==> src/rtl/uart_pkg.sv <==
// Shared definitions for the UART transmit path: FSM encoding, parity modes
// and the default bit divisor.
package uart_pkg;

  typedef enum logic [2:0] {
    ST_IDLE   = 3'd0,
    ST_START  = 3'd1,
    ST_DATA   = 3'd2,
    ST_PARITY = 3'd3,
    ST_STOP   = 3'd4
  } tx_state_e;

  localparam int unsigned PARITY_NONE = 32'd0;
  localparam int unsigned PARITY_EVEN = 32'd1;
  localparam int unsigned PARITY_ODD  = 32'd2;

  // 50 MHz system clock at 115200 baud
  localparam int unsigned DEFAULT_BAUD_DIV = 32'd434;

  function automatic logic parity_bit(input logic [7:0] data, input int unsigned mode);
    logic p;
    p = ^data;
    if (mode == PARITY_ODD) begin
      p = ~p;
    end else begin
      p = p;
    end
    return p;
  endfunction

endpackage

==> src/rtl/sync_fifo.sv <==
// Single-clock first-word-fall-through FIFO; full/empty are judged on the
// registered occupancy so a push while full is always dropped.
module sync_fifo #(
  parameter int unsigned WIDTH = 8,
  parameter int unsigned AW    = 4
) (
  input  logic             clk,
  input  logic             rst_n,
  input  logic             push,
  input  logic             pop,
  input  logic [WIDTH-1:0] wr_data,
  output logic [WIDTH-1:0] rd_data,
  output logic [AW:0]      count,
  output logic             full,
  output logic             empty
);

  localparam logic [AW:0]   DEPTH_C   = {1'b1, {AW{1'b0}}};
  localparam logic [AW:0]   CNT_ONE_C = {{AW{1'b0}}, 1'b1};
  localparam logic [AW-1:0] PTR_ONE_C = {{(AW-1){1'b0}}, 1'b1};

  logic [WIDTH-1:0] mem_q [2**AW];
  logic [AW-1:0]    wr_ptr_q, wr_ptr_d;
  logic [AW-1:0]    rd_ptr_q, rd_ptr_d;
  logic [AW:0]      count_q, count_d;
  logic             full_q, full_d;
  logic             empty_q, empty_d;
  logic             do_push_s, do_pop_s;

  // Accept/release decisions, pointer and occupancy update
  always_comb begin
    do_push_s = push && !full_q;
    do_pop_s  = pop && !empty_q;
    wr_ptr_d  = wr_ptr_q;
    rd_ptr_d  = rd_ptr_q;
    count_d   = count_q;
    if (do_push_s) begin
      wr_ptr_d = wr_ptr_q + PTR_ONE_C;
    end else begin
      wr_ptr_d = wr_ptr_q;
    end
    if (do_pop_s) begin
      rd_ptr_d = rd_ptr_q + PTR_ONE_C;
    end else begin
      rd_ptr_d = rd_ptr_q;
    end
    if (do_push_s && !do_pop_s) begin
      count_d = count_q + CNT_ONE_C;
    end else if (do_pop_s && !do_push_s) begin
      count_d = count_q - CNT_ONE_C;
    end else begin
      count_d = count_q;
    end
    full_d  = (count_d == DEPTH_C);
    empty_d = (count_d == {(AW+1){1'b0}});
  end

  // Pointer and status registers
  always_ff @(posedge clk or negedge rst_n) begin
    if (!rst_n) begin
      wr_ptr_q <= {AW{1'b0}};
      rd_ptr_q <= {AW{1'b0}};
      count_q  <= {(AW+1){1'b0}};
      full_q   <= 1'b0;
      empty_q  <= 1'b1;
    end else begin
      wr_ptr_q <= wr_ptr_d;
      rd_ptr_q <= rd_ptr_d;
      count_q  <= count_d;
      full_q   <= full_d;
      empty_q  <= empty_d;
    end
  end

  // Storage array, contents are don't-care until written
  always_ff @(posedge clk) begin
    if (do_push_s) begin
      mem_q[wr_ptr_q] <= wr_data;
    end
  end

  assign rd_data = mem_q[rd_ptr_q];
  assign count   = count_q;
  assign full    = full_q;
  assign empty   = empty_q;

endmodule

==> src/rtl/uart_transmitter.sv <==
// Buffered 8-bit UART transmitter: bytes queue in a FIFO and are serialised
// LSB-first as start, data, optional parity and stop bits on txd.
module uart_transmitter
  import uart_pkg::*;
#(
  parameter int unsigned BAUD_DIV = DEFAULT_BAUD_DIV,
  parameter int unsigned PARITY   = PARITY_NONE,
  parameter int unsigned FIFO_AW  = 4
) (
  input  logic             clk,
  input  logic             rst_n,
  input  logic             wr_en,
  input  logic [7:0]       wr_data,
  input  logic             clr_ovf,
  output logic             full,
  output logic             empty,
  output logic [FIFO_AW:0] fifo_count,
  output logic             ovf,
  output logic             tx_busy,
  output logic             txd
);

  localparam logic [15:0] BAUD_LAST_C = 16'(BAUD_DIV - 32'd1);
  localparam logic        HAS_PAR_C   = (PARITY != PARITY_NONE);

  tx_state_e   state_q, state_d;
  logic [15:0] baud_cnt_q, baud_cnt_d;
  logic [2:0]  bit_idx_q, bit_idx_d;
  logic [7:0]  shift_q, shift_d;
  logic        par_q, par_d;
  logic        txd_q, txd_d;
  logic        busy_q, busy_d;
  logic        ovf_q, ovf_d;
  logic        tick_s;
  logic        pop_s;
  logic [7:0]  head_s;
  logic        fifo_full_s, fifo_empty_s;

  sync_fifo #(
    .WIDTH (8),
    .AW    (FIFO_AW)
  ) u_fifo (
    .clk     (clk),
    .rst_n   (rst_n),
    .push    (wr_en),
    .pop     (pop_s),
    .wr_data (wr_data),
    .rd_data (head_s),
    .count   (fifo_count),
    .full    (fifo_full_s),
    .empty   (fifo_empty_s)
  );

  assign tick_s = (baud_cnt_q == BAUD_LAST_C);

  // Frame sequencing: bit timing, byte load from the FIFO and bit stepping
  always_comb begin
    state_d   = state_q;
    bit_idx_d = bit_idx_q;
    shift_d   = shift_q;
    par_d     = par_q;
    pop_s     = 1'b0;
    if (tick_s) begin
      baud_cnt_d = 16'd0;
    end else begin
      baud_cnt_d = baud_cnt_q + 16'd1;
    end
    case (state_q)
      ST_IDLE: begin
        baud_cnt_d = 16'd0;
        if (!fifo_empty_s) begin
          pop_s   = 1'b1;
          shift_d = head_s;
          par_d   = parity_bit(head_s, PARITY);
          state_d = ST_START;
        end else begin
          state_d = ST_IDLE;
        end
      end
      ST_START: begin
        if (tick_s) begin
          state_d   = ST_DATA;
          bit_idx_d = 3'd0;
        end else begin
          state_d = ST_START;
        end
      end
      ST_DATA: begin
        if (tick_s) begin
          shift_d = {1'b0, shift_q[7:1]};
          if (bit_idx_q == 3'd7) begin
            state_d = HAS_PAR_C ? ST_PARITY : ST_STOP;
          end else begin
            bit_idx_d = bit_idx_q + 3'd1;
          end
        end else begin
          state_d = ST_DATA;
        end
      end
      ST_PARITY: begin
        if (tick_s) begin
          state_d = ST_STOP;
        end else begin
          state_d = ST_PARITY;
        end
      end
      ST_STOP: begin
        // A queued byte starts the next frame with no idle gap
        if (tick_s) begin
          if (!fifo_empty_s) begin
            pop_s   = 1'b1;
            shift_d = head_s;
            par_d   = parity_bit(head_s, PARITY);
            state_d = ST_START;
          end else begin
            state_d = ST_IDLE;
          end
        end else begin
          state_d = ST_STOP;
        end
      end
      default: begin
        state_d    = ST_IDLE;
        baud_cnt_d = 16'd0;
      end
    endcase
  end

  // Line level for the current bit, plus status outputs
  always_comb begin
    case (state_q)
      ST_IDLE:   txd_d = 1'b1;
      ST_START:  txd_d = 1'b0;
      ST_DATA:   txd_d = shift_q[0];
      ST_PARITY: txd_d = par_q;
      ST_STOP:   txd_d = 1'b1;
      default:   txd_d = 1'b1;
    endcase
    busy_d = (state_d != ST_IDLE);
    if (wr_en && fifo_full_s) begin
      ovf_d = 1'b1;
    end else if (clr_ovf) begin
      ovf_d = 1'b0;
    end else begin
      ovf_d = ovf_q;
    end
  end

  // Transmit state and registered outputs
  always_ff @(posedge clk or negedge rst_n) begin
    if (!rst_n) begin
      state_q    <= ST_IDLE;
      baud_cnt_q <= 16'd0;
      bit_idx_q  <= 3'd0;
      shift_q    <= 8'd0;
      par_q      <= 1'b0;
      txd_q      <= 1'b1;
      busy_q     <= 1'b0;
      ovf_q      <= 1'b0;
    end else begin
      state_q    <= state_d;
      baud_cnt_q <= baud_cnt_d;
      bit_idx_q  <= bit_idx_d;
      shift_q    <= shift_d;
      par_q      <= par_d;
      txd_q      <= txd_d;
      busy_q     <= busy_d;
      ovf_q      <= ovf_d;
    end
  end

  assign full    = fifo_full_s;
  assign empty   = fifo_empty_s;
  assign ovf     = ovf_q;
  assign tx_busy = busy_q;
  assign txd     = txd_q;

endmodule

==> config.mk <==
export PLATFORM = sky130hd
export DESIGN_NAME = uart_transmitter
export DESIGN_NICKNAME = d
export VERILOG_FILES = /design/src/rtl/uart_pkg.sv /design/src/rtl/sync_fifo.sv /design/src/rtl/uart_transmitter.sv
export SDC_FILE = /design/constraint.sdc
export NUM_CORES = 1
export LEC_CHECK = 0
export CORE_MARGIN = 2
export CORE_UTILIZATION = 28
export CTS_CLUSTER_DIAMETER = 200
export DETAILED_ROUTE_END_ITERATION = 10
export SYNTH_ARGS = -nofsm -noshare
export SYNTH_HDL_FRONTEND = slang
export SYNTH_SLANG_ARGS = --single-unit
==> constraint.sdc <==
create_clock -name clk -period 2.7 [get_ports clk]
set_input_delay 0.405 -clock clk [delete_from_list [all_inputs] [get_ports clk]]
set_output_delay 0.405 -clock clk [all_outputs]
set_load 0.02 [all_outputs]
==> results.tsv, run 1 <==
metric	value	unit
result of the run	finished clean	
number of hold violations in the final report	0	
total negative setup slack	0	ns
overall fraction of global-route tracks in use	11.2	%
Reg-to-Reg Start	baud_cnt_q[1]	
CTS max path bufs	2	
post-detailed-route DRC marker count	0	
count of flip-flops with a built-in enable after synthesis	128	
Unique masters post-synth	45	
vertical die dimension	166	um
pin count of the biggest net entering global routing	36	
Layout Utilization	33.7	%
Post CTS Setup Buffer Count	0	
Leak Pwr	0.00312	uW
post-detailed-route count of antenna-violating nets	0	
count of antenna diodes in the layout	0	
number of detailed-route iterations in the first pass	4	
highest metal layer used by the detailed router	met4	
Met3 Wirelength	441	um
count of port buffers added during placement	21	
last weighted congestion value of the routability-driven placer	0.783	
endpoint required time on the critical path	3.01	ns
HP Class	flip-flop to flip-flop	
transition at the pin with the smallest max-transition slack	0.782	ns
Crit Path Class	flip-flop to flip-flop	
I/O pins	22	
fraction of final layout cells sized beyond drive strength 1	19.5	%
later-pin clock latency in the skew report	0.44	ns
flops & latches, synth	177	
number of global-route vias before repair	4361	
post-detailed-routing wire length	15000	um
via/cell ratio	4.78	
Layout area overhead	18.7	%
Die Span X	166	um
post-DP HPWL	9820	um
cell type with the highest aggregate area in the netlist	sky130_fd_sc_hd__edfxtp_1	
fmax	409	MHz
FP Rows	59	
proportion of synthesized chip area in sequential cells	68.7	%
core region area	26000	sq um
Net Count, Synth	496	
initial standard-cell utilization of the core	28.4	%
top flip-flop cell by instance count after synthesis	sky130_fd_sc_hd__edfxtp_1	
most frequently used cell type in the post-synthesis netlist	sky130_fd_sc_hd__edfxtp_1	
biggest fanout along the worst timing path	19	
Peak VDD IR	0.472	mV
RSZ-0062 raised after global routing	no	
clock tree from TritonCTS	built	
met2 WL post-DR	7220	um
first-iteration detailed-routing DRC count	257	
H-tree Lvls	4	
Post-Synthesis Mean Instance Area	15.6	sq um
Final Net Count	542	
ratio of final minimum period to clock period	90.5	%
root buffer cell	sky130_fd_sc_hd__clkbuf_16	
TritonCTS sink count	177	
instance count of the mapped netlist	473	
start point of the critical path	baud_cnt_q[1]	
wl on met1	7010	um
min cycle time layout	2.44	ns
worst-case headroom to the max-slew limit	47.7	%
min-delay src	shift_q[3]	
number of antenna violations at the first check in global routing	0	
number of buffers added by the clock tree synthesis step	17	
wire length of the first global-routing pass	24100	um
CP arrival	2.75	ns
largest cells by area after synthesis	sky130_fd_sc_hd__edfxtp_1, sky130_fd_sc_hd__dfrtp_1, sky130_fd_sc_hd__mux4_2, sky130_fd_sc_hd__xnor2_1, sky130_fd_sc_hd__nand2_1	
number of warnings printed during yosys synthesis	0	
global route total overflow	0	
final worst clock skew	0.0174	ns
share of synthesized registers carrying an async set or reset	27.7	%
critical path capture point type	flip-flop	
PwrDens	769	nW/um^2
portion of synthesized cell area occupied by the leading cell type	52.1	%
area of the die	27700	sq um
Clk pin slew, worst setup/hold paths	0.07	ns
MaxCap Viol Count	0	
average wire per cell in the routed design	17.3	um
Pins Over Slew Limit	0	
top cell types by occurrence after synthesis	sky130_fd_sc_hd__edfxtp_1, sky130_fd_sc_hd__dfrtp_1, sky130_fd_sc_hd__nand2_1	
combined area of all synthesized cells	7380	sq um
routed via count	4141	
kind of start point of the critical path	flip-flop	
number of setup violations in the final report	0	
-- power breakdown --
part	internal [uW]	leakage (uW)	total, uW	switching (uW)
clock	1260	0.000294	2460	1200
sequential	3200	0.00177	3380	183
combinational	382	0.00106	898	516
total	4840	0.00312	6740	1900
-- metrics by stage --
stage | setup slack, ns | instances | hold slack [ns] | area, sq um | total power [uW]
after floorplan | 0.322 | 473 | 0.109 | 7380 | 3900
after global placement | 0.331 | 834 | 0.412 | 8150 | 4290
after detailed placement | 0.247 | 834 | 0.418 | 8150 | 4340
after CTS | 0.214 | 867 | 0.485 | 8760 | 6780
after global routing | 0.0199 | 867 | 0.509 | 8770 | 7020
final | 0.255 | 867 | 0.484 | 8770 | 6740
-- final cells by class --
type	count	area, sq um
clock buffers	17	425
clock inverters	15	175
fillers	2485	17200
inverters	9	33.8
multi-input cells	264	2190
flip-flops and latches	177	5070
well taps	335	419
repair buffers	50	454
-- critical path: stages (launching register included) --
cell and delay, ns:
sky130_fd_sc_hd__dfrtp_1 0.41, sky130_fd_sc_hd__inv_1 0.07, sky130_fd_sc_hd__ha_1 0.12, sky130_fd_sc_hd__nor3b_1 0.21, sky130_fd_sc_hd__nand4_1 0.22, sky130_fd_sc_hd__a2111oi_4 0.40, sky130_fd_sc_hd__buf_6 0.23, sky130_fd_sc_hd__mux2i_1 0.23
sky130_fd_sc_hd__xor2_1 0.23, sky130_fd_sc_hd__a21o_1 0.15, sky130_fd_sc_hd__nor3b_2 0.05
-- placed cells by master, fill, tap and decap left out, types with 5 or more instances in the layout --
| cell type | instances |
|---|---|
| sky130_fd_sc_hd__o21ai_0 | 17 |
| sky130_fd_sc_hd__ha_1 | 11 |
| sky130_fd_sc_hd__nor2b_1 | 5 |
| sky130_fd_sc_hd__mux2i_1 | 8 |
| sky130_fd_sc_hd__nor2_1 | 40 |
| sky130_fd_sc_hd__mux4_2 | 32 |
| sky130_fd_sc_hd__nand4_1 | 5 |
| sky130_fd_sc_hd__clkbuf_16 | 17 |
| sky130_fd_sc_hd__a22oi_1 | 16 |
| sky130_fd_sc_hd__xnor2_1 | 21 |
| sky130_fd_sc_hd__a21oi_1 | 7 |
| sky130_fd_sc_hd__dfrtp_1 | 46 |
| sky130_fd_sc_hd__buf_4 | 25 |
| sky130_fd_sc_hd__nand2_1 | 41 |
| sky130_fd_sc_hd__edfxtp_1 | 128 |
| sky130_fd_sc_hd__inv_1 | 9 |
| sky130_fd_sc_hd__nand3_1 | 9 |
| sky130_fd_sc_hd__clkdlybuf4s50_1 | 20 |
| sky130_fd_sc_hd__nor3_1 | 9 |
| sky130_fd_sc_hd__xor2_1 | 10 |
-- flip-flops by register name, indices dropped and copies added (netlist names), 3 cells and up --
name and count:
baud_cnt_q 16, bit_idx_q 3, shift_q 8, state_q 3, u_fifo.count 5, u_fifo.mem_q 128
u_fifo.rd_ptr_q 4, u_fifo.wr_ptr_q 4
-- routing by layer --
metal	up-vias	global-route usage, %
met1	2156	14.7
met2	88	18.3
met4	0	4.12
met5	-	0
li1	1878	-
met3	19	2.57
-- logic make-up after synthesis --
family | after synthesis | synth area share [%]
XOR/XNOR | 31 | 3.68
multiplexers | 41 | 11.0
flip-flops | 177 | 68.7
AO/OA/AOI/OAI | 52 | 4.73
adder cells (fa/ha/maj) | 11 | 1.86
AND/OR/NAND/NOR | 129 | 8.34
buffers and inverters | 32 | 1.71
-- final timing paths --
path	endpoint	slack, ns	depth (start not counted)
min	shift_q[3]	0.48	2
max reg2reg	u_fifo.full	0.26	10
min in group asynchronous	baud_cnt_q[7]	0.49	2
max in group asynchronous	txd	1.46	3
max	u_fifo.full	0.26	10
min reg2reg	shift_q[3]	0.48	2
-- repair_timing --
item                                   in CTS  in global routing
hold buffers                                1                  0
endpoints found under the hold margin      20                  0
setup endpoints to repair                   0                  2
gates resized for setup                     0                  1
No activity file was read; power rests on OpenSTA's default activity.
==> run 2: changes to the inputs <==
Clock period 2.7 ns to 2.23 ns, I/O delays scaled along.
==> run 2 against run 1 <==
Effect of this change:
- the run now ends with negative setup slack left
- sequential power grew 21%
- final area up 6.6%
- first-iteration DRC count grew 44%
- combinational power up 33%
- register-to-register slack worse by 0.32 ns
- non-clock buffer count up 37
- critical path depth stayed put
- power up 25%
- sequential cell count stayed put
==> results.tsv, run 2 (synthesis results as in run 1) <==
metric	value	unit	change
result of the run	finished with violations		
failing checks	negative setup slack		
register name with the most flops	u_fifo.mem_q		
critical path capture point type	flip-flop		
count of antenna diodes in the layout	0		unchanged
Layout area overhead	26.5	%	
HP Class	input port to asynchronous set/reset pin		
Peak VDD IR	0.566	mV	+20%
ratio of final minimum period to clock period	103	%	+12 points
first-iteration detailed-routing DRC count	369		+44%
RSZ-0062 raised after global routing	yes		
leading cell types in the layout, fill and taps excluded	sky130_fd_sc_hd__edfxtp_1, sky130_fd_sc_hd__buf_4, sky130_fd_sc_hd__dfrtp_1		
final-layout fill cell count	2427		-2.3%
number of antenna violations at the first check in global routing	0		unchanged
core region area	26000	sq um	unchanged
TritonCTS sink count	177		unchanged
final worst clock skew	0.0145	ns	-0.00293 ns
min cycle time layout	2.29	ns	-0.152 ns
leading registers by flop count	u_fifo.mem_q x128, baud_cnt_q x16, shift_q x8		
PwrDens	901	nW/um^2	+17%
most frequent standard cell in the layout excluding fill and tap cells	sky130_fd_sc_hd__edfxtp_1		
kind of start point of the critical path	flip-flop		
Die Span X	166	um	unchanged
routed via count	4241		+2.4%
FP Rows	59		unchanged
root buffer cell	sky130_fd_sc_hd__clkbuf_16		
last weighted congestion value of the routability-driven placer	0.735		-6.1%
vertical die dimension	166	um	unchanged
transition at the pin with the smallest max-transition slack	0.627	ns	-0.155 ns
number of setup violations in the final report	2		+2
biggest fanout along the worst timing path	5		-14
Leak Pwr	0.00341	uW	+9.5%
flop-to-flop setup slack	-0.06	ns	-0.32 ns
number of buffers added by the clock tree synthesis step	17		unchanged
Pins Over Slew Limit	0		unchanged
number of detailed-route iterations in the first pass	4		unchanged
Final Net Count	579		+6.8%
number of flip-flops in the largest register	128		unchanged
post-detailed-route DRC marker count	0		unchanged
wire length of the first global-routing pass	25300	um	+4.8%
pin count of the biggest net entering global routing	50		+39%
area of the die	27700	sq um	unchanged
H-tree Lvls	4		unchanged
later-pin clock latency in the skew report	0.43	ns	about the same
MaxCap Viol Count	0		unchanged
I/O pins	22		unchanged
worst-case headroom to the max-slew limit	58.1	%	+10 points
endpoint required time on the critical path	2.58	ns	-0.43 ns
CP arrival	2.65	ns	-0.10 ns
post-detailed-route count of antenna-violating nets	0		unchanged
fraction of final layout cells sized beyond drive strength 1	29.9	%	+10 points
Crit Path Class	flip-flop to flip-flop		
count of port buffers added during placement	21		unchanged
number of global-route vias before repair	4457		+2.2%
post-detailed-routing wire length	15500	um	+3.5%
fmax	436	MHz	+6.6%
via/cell ratio	4.69		-1.8%
post-DP HPWL	9710	um	-1.0%
overall fraction of global-route tracks in use	11.7	%	+0.52 points
global route total overflow	0		unchanged
CTS max path bufs	2		unchanged
total negative setup slack	-0.0937	ns	-0.0937 ns
average wire per cell in the routed design	17.1	um	-0.71%
post-layout worst setup margin	-0.0625	ns	-0.318 ns
number of hold violations in the final report	0		unchanged
clock tree from TritonCTS	built		
Clk pin slew, worst setup/hold paths	0.08	ns	about the same
total power after layout	8420	uW	+25%
initial standard-cell utilization of the core	28.4	%	unchanged
-- run 2: final cells by class --
type                            count  area (sq um)  area share (%)
Clock buffer                       17           425            4.55
Clock inverter                     15           214            2.29
Inverter                            9          33.8           0.362
Multi-Input combinational cell    264          2340            25.1
Sequential cell                   177          5070            54.3
Tap cell                          335           419            4.49
Timing Repair Buffer               87           833            8.92
-- run 2: power by group --
part / total, uW / internal (uW) / switching, uW
Clock: 3130 / 1580 / 1550
Sequential: 4090 / 3870 / 221
Combinational: 1190 / 537 / 654
Total: 8420 / 5990 / 2430
-- run 2: path summary, 6_finish.rpt --
check                         startpoint              end  cells after the start
min                                rst_n  u_fifo.count[0]                      3
max in group asynchronous          rst_n              txd                      3
max reg2reg                baud_cnt_q[1]      u_fifo.full                     10
min reg2reg                   shift_q[0]       shift_q[0]                      2
min in group clk              shift_q[0]       shift_q[0]                      2
max                        baud_cnt_q[1]      u_fifo.full                     10
-- run 2: metal layers --
layer	share of wire, %	track usage, %	wire length [um]
met3	3.5	2.48	544
met4	0.65	3.00	101
met5	0	0	0
met2	52	20.0	8100
met1	44	15.3	6750
-- run 2: repair_timing --
action / CTS / global route
cloned: 4 / 0
hold buffers: 1 / 0
setup buffers: 14 / 0
pin swaps: 14 / 6
endpoints found under the setup margin: 3 / 15
resized for setup: 24 / 14
endpoints found under the hold margin: 47 / 0
-- run 2: worst max-delay path, stage by stage (launching register included) --
cell and delay (ns):
sky130_fd_sc_hd__dfrtp_1 0.38, sky130_fd_sc_hd__inv_1 0.06, sky130_fd_sc_hd__ha_1 0.12, sky130_fd_sc_hd__nor3b_2 0.17, sky130_fd_sc_hd__nand4_1 0.19, sky130_fd_sc_hd__a2111oi_4 0.42
sky130_fd_sc_hd__buf_6 0.18, sky130_fd_sc_hd__mux2i_4 0.24, sky130_fd_sc_hd__xor2_2 0.09, sky130_fd_sc_hd__a21o_1 0.20, sky130_fd_sc_hd__nor3b_2 0.16
-- run 2: through the flow --
step	cell area (sq um)	worst slack (ns)	util, %	hold slack [ns]	cells
floorplan	7400	-0.0149	-	0.0389	473
global placement	8330	-0.0734	32.1	0.341	854
detailed placement	8330	-0.0933	32.1	0.344	854
CTS	9280	-0.0658	35.7	0.421	905
global route	9340	-0.194	36.0	0.437	904
finish	9340	-0.0625	36.0	0.405	904
